===== config.mk =====
export PLATFORM = sky130hd
export DESIGN_NAME = pc_alu_unit
export DESIGN_NICKNAME = d
export VERILOG_FILES = /design/src/rtl/pc_alu_unit.sv
export SDC_FILE = /design/constraint.sdc
export NUM_CORES = 1
export LEC_CHECK = 0
export ABC_AREA = 1
export CAP_MARGIN = 40
export CORE_MARGIN = 2
export CORE_UTILIZATION = 24
export CTS_CLUSTER_SIZE = 24
export DETAILED_ROUTE_END_ITERATION = 10
export GPL_ROUTABILITY_DRIVEN = 0
export PLACE_DENSITY_LB_ADDON = 0.2
export SYNTH_ARGS = -nofsm -noshare
export SYNTH_HDL_FRONTEND = slang
export SYNTH_SLANG_ARGS = --single-unit

===== constraint.sdc =====
create_clock -name clk -period 7.4 [get_ports clk]
set_input_delay 1.48 -clock clk [delete_from_list [all_inputs] [get_ports clk]]
set_output_delay 1.48 -clock clk [all_outputs]
set_load 0.02 [all_outputs]

===== src/rtl/pc_alu_unit.sv =====
// pc_alu_unit: two-operand ALU with a zero flag, plus a program counter that
// can increment, take a zero-conditioned relative branch, or load a return
// address.
//
// Ports:
//   clk       in   single clock; all state changes on its rising edge
//   reset     in   synchronous, active-high; clears pc to 0
//   alu_op    in   2-bit operation: 00 add, 01 sub, 10 and, 11 or
//   alu_a     in   operand A
//   alu_b     in   operand B
//   alu_y     out  ALU result (combinational, modulo 2^WIDTH)
//   zero      out  alu_y == 0 (combinational)
//   br_cond   in   branch request; taken only while zero is high
//   jmp       in   unconditional load of ret_addr (beats br_cond)
//   ret_addr  in   return address
//   j_offset  in   two's-complement branch offset
//   pc_jump   out  pc + j_offset (combinational)
//   pc        out  registered program counter
//   alu_carry out  only with PC_ALU_CARRY_EN defined: carry-out of add,
//                  borrow of sub, 0 for and/or
//
// Build option: define PC_ALU_CARRY_EN to add the alu_carry output.
module pc_alu_unit #(
  parameter int unsigned WIDTH = 8
) (
  input  logic             clk,
  input  logic             reset,
  input  logic [1:0]       alu_op,
  input  logic [WIDTH-1:0] alu_a,
  input  logic [WIDTH-1:0] alu_b,
  output logic [WIDTH-1:0] alu_y,
  output logic             zero,
  input  logic             br_cond,
  input  logic             jmp,
  input  logic [WIDTH-1:0] ret_addr,
  input  logic [WIDTH-1:0] j_offset,
  output logic [WIDTH-1:0] pc_jump,
  output logic [WIDTH-1:0] pc
`ifdef PC_ALU_CARRY_EN
  ,
  output logic             alu_carry
`endif
);

  typedef enum logic [1:0] {
    OP_ADD = 2'b00,
    OP_SUB = 2'b01,
    OP_AND = 2'b10,
    OP_OR  = 2'b11
  } alu_op_e;

  alu_op_e          op;
  logic             load;
  logic [WIDTH-1:0] load_val;

  assign op = alu_op_e'(alu_op);

`ifdef PC_ALU_CARRY_EN
  // One extra bit on the add/sub holds the carry-out, or the borrow for sub.
  logic [WIDTH:0] add_ext;
  logic [WIDTH:0] sub_ext;

  assign add_ext = {1'b0, alu_a} + {1'b0, alu_b};
  assign sub_ext = {1'b0, alu_a} - {1'b0, alu_b};

  always_comb begin
    alu_y     = '0;
    alu_carry = 1'b0;
    case (op)
      OP_ADD: begin
        alu_y     = add_ext[WIDTH-1:0];
        alu_carry = add_ext[WIDTH];
      end
      OP_SUB: begin
        alu_y     = sub_ext[WIDTH-1:0];
        alu_carry = sub_ext[WIDTH];
      end
      OP_AND:  alu_y = alu_a & alu_b;
      OP_OR:   alu_y = alu_a | alu_b;
      default: alu_y = '0;
    endcase
  end
`else
  always_comb begin
    alu_y = '0;
    case (op)
      OP_ADD:  alu_y = alu_a + alu_b;
      OP_SUB:  alu_y = alu_a - alu_b;
      OP_AND:  alu_y = alu_a & alu_b;
      OP_OR:   alu_y = alu_a | alu_b;
      default: alu_y = '0;
    endcase
  end
`endif

  assign zero = (alu_y == '0);

  // Two's-complement offset and unsigned add produce identical bits mod 2^WIDTH.
  assign pc_jump = pc + j_offset;

  assign load     = (br_cond & zero) | jmp;
  assign load_val = jmp ? ret_addr : pc_jump;

  always_ff @(posedge clk) begin
    if (reset) begin
      pc <= '0;
    end else if (load) begin
      pc <= load_val;
    end else begin
      pc <= pc + 1'b1;
    end
  end

endmodule


==> run_results.csv <==
group,metric,value,unit
run_status,status,"complete, no violations",
logic_synthesis,synthAdderAreaFrac,17.1,%
finish,fin_area,2300,um^2
clock_network,holdBufCountCts,0,
finish,fillers,687,
clock_network,cts_setup_buffers,0,
critical_path,worst-endpoint-arrival,4.68,ns
logic_synthesis,synth_xor_area_share,10.2,%
die,rows,29,
critical_path,path_class,"input port to primary output",
logic_synthesis,syn_avg_cell_area,5.82,um^2
clock_network,cts-root-buf,"clkbuf_8",
power,leakagePower,1.14,nW
finish,areaGrowthSynthToFinish,48.5,%
logic_synthesis,synth_nets,324,
sta,max-slew-margin-rel,67.3,%
placed_design,numPortBuffers,62,
logic_synthesis,synth_edf_count,0,
power,powerDensity,138,nW/um^2
sta,finalHoldViolCount,0,
finish,stdcell_count,406,
placed_design,dpl.hpwl,3.79,mm
logic_synthesis,syn-cell-area,1550,um^2
die,die_area,7110,um^2
logic_synthesis,synth_top_family_by_area,"simple AND/OR/NAND/NOR gates",
global_route,overflow,0,
sta,final-max-slew-violation-count,0,
finish,nNetsFinal,389,
finish,final_common_cell,"nand2_1",
clock_network,cts_max_level,1,
route,drt_iter0_drc,70,
job,maxCapViolCount,0,
sta,fin_tns_setup,0,ns
placed_design,dp_cells,403,
logic_synthesis,ys_types,27,
clock_network,cts_made_buffers,3,
die,initial_core_util,24.7,%
critical_path,cp-end-kind,"primary output",
logic_synthesis,synthSimpleGateAreaFrac,41.9,%
logic_synthesis,synth_flop_cell,"dfxtp_1",
clock_network,clkSinkCount,8,
finish,fin_util,36.6,%
global_route,grt_start_max_net_pins,16,
route,drt-total-wl,4.51,mm
sta,rsz0062_at_grt,"false",
sta,finalSetupViolCount,0,
logic_synthesis,ys_ff_latch,8,
sta,max_freq,0.162,GHz
global_route,grt_pass1_wl,7.79,mm
die,core-area,6280,um^2
route,firstDrtPassIters,4,
finish,final_cell_mix,"nand2_1 (79), clkdlybuf4s50_1 (62), inv_1 (40)",
route,wl_per_cell,11.1,um
die,ios,63,
global_route,grt_pass1_vias,1747,
critical_path,crit_required,5.92,ns
critical_path,crit_fanout,4,
clock_network,cts.clk_slew.worst_paths,0.04,ns
route,ant_nets,0,
finish,reg.largest.list,"pc x8",
clock_network,clk_latency,0.23,ns
logic_synthesis,synth_compound_area_share,9.37,%
sta,holdWs,0.570,ns
finish,antenna_cells,0,
die,die_h,84.3,um
die,die_w,84.3,um
route,drc,0,
sta,worst-slew-pin-transition,0.490,ns
sta,min_period_over_period,83.3,%
placed_design,placed_area,2260,um^2
route,via_count,1842,
clock_network,cts_max_path_buffers,2,
finish,largest_register,"pc",
route,avgViaCountPerCell,4.54,
finish,drive_gt1_share,3.04,%
sta,period_needed,6.16,ns
finish,largest_reg_flops,8,
clock_network,post_cts_resized,0,
logic_synthesis,async_flop_share,0,%
global_route,antenna_found_initial,0,
critical_path,critPathLaunchType,"input port",
logic_synthesis,syn_inst,266,
global_route,grt_use_total,13.1,%
logic_synthesis,synth_mux_area_share,0.646,%
power,vdd_drop_max,0.0970,mV
sta,finalClockSkew,0.00407,ns
hold_path,hold_class,"flip-flop to flip-flop",
clock_network,cts_tree,"yes",
logic_synthesis,ys_warn_count,0,
logic_synthesis,ys_seq_area_share,10.3,%
==> power by group <==
group / total (W) / internal [W] / switching, W
Combinational: 0.000212 / 0.0000967 / 0.000115
Clock: 0.0000518 / 0.0000352 / 0.0000166
Sequential: 0.0000529 / 0.0000474 / 0.00000558
==> metrics by stage <==
step                      total power (W)  setup slack, ns
after global routing             0.000347            0.864
after floorplan                  0.000177             2.02
after global placement           0.000266             1.30
after CTS                        0.000320             1.22
final                            0.000317             1.24
after detailed placement         0.000265             1.22
==> layer usage <==
| layer | part of all wire (%) | track usage (%) |
|---|---|---|
| met5 | 0 | 0 |
| met1 | 50 | 17.8 |
| met4 | 1.3 | 3.61 |
| met2 | 44 | 21.6 |
| met3 | 5.3 | 1.97 |
==> cell usage after synthesis, drive strengths merged, types with 2 or more instances <==
library cell  instances  area (um^2)
nand2                81          314
inv                  41          154
nand3                31          155
nor2                 28          110
ha                   18          225
a21oi                17         85.1
xor2                 10         87.6
dfxtp                 8          160
xnor2                 8         70.1
a31oi                 4         25.0
o21ai                 4         20.0
nand4                 3         33.8
clkbuf                2         7.51
fa                    2         40.0
nor3                  2         10.0
==> worst max-delay path, stage by stage <==
cell	delay, ns
clkdlybuf4s50_1	0.45
inv_1	0.12
ha_1	0.15
inv_1	0.04
nor3_1	0.13
inv_1	0.08
o31ai_1	0.24
xor2_1	0.18
ha_1	0.28
nand2_1	0.10
inv_1	0.04
a21oi_1	0.13
nand2_1	0.08
nand3_1	0.07
nand3_1	0.07
nand2_1	0.12
inv_1	0.07
nor4_1	0.17
clkdlybuf4s50_1	0.65
==> final cells by class <==
type	instances	area (um^2)	area share, %
multi-input combinational	215	1230	53.4
timing repair buffer	62	621	27.0
sequential	8	160	6.96
inverter	41	154	6.69
tap	77	96.3	4.19
clock buffer	3	41.3	1.80
==> cell families after synthesis <==
group,count (synthesis)
compound gates,27
mux,1
xor+xnor,18
buf+inv,43
simple gates,149
flops,8
fa+ha+maj,20
==> path summary, 6_finish.rpt <==
check,from,to,slack [ns],cells after the start
worst min register to register,pc[0],pc[0],0.57,3
worst max register to register,pc[0],pc[6],5.26,14
worst max-delay path,alu_b[0],zero,1.24,19
worst min-delay path,pc[0],pc[0],0.57,3
No activity file was read; power rests on OpenSTA's default activity.
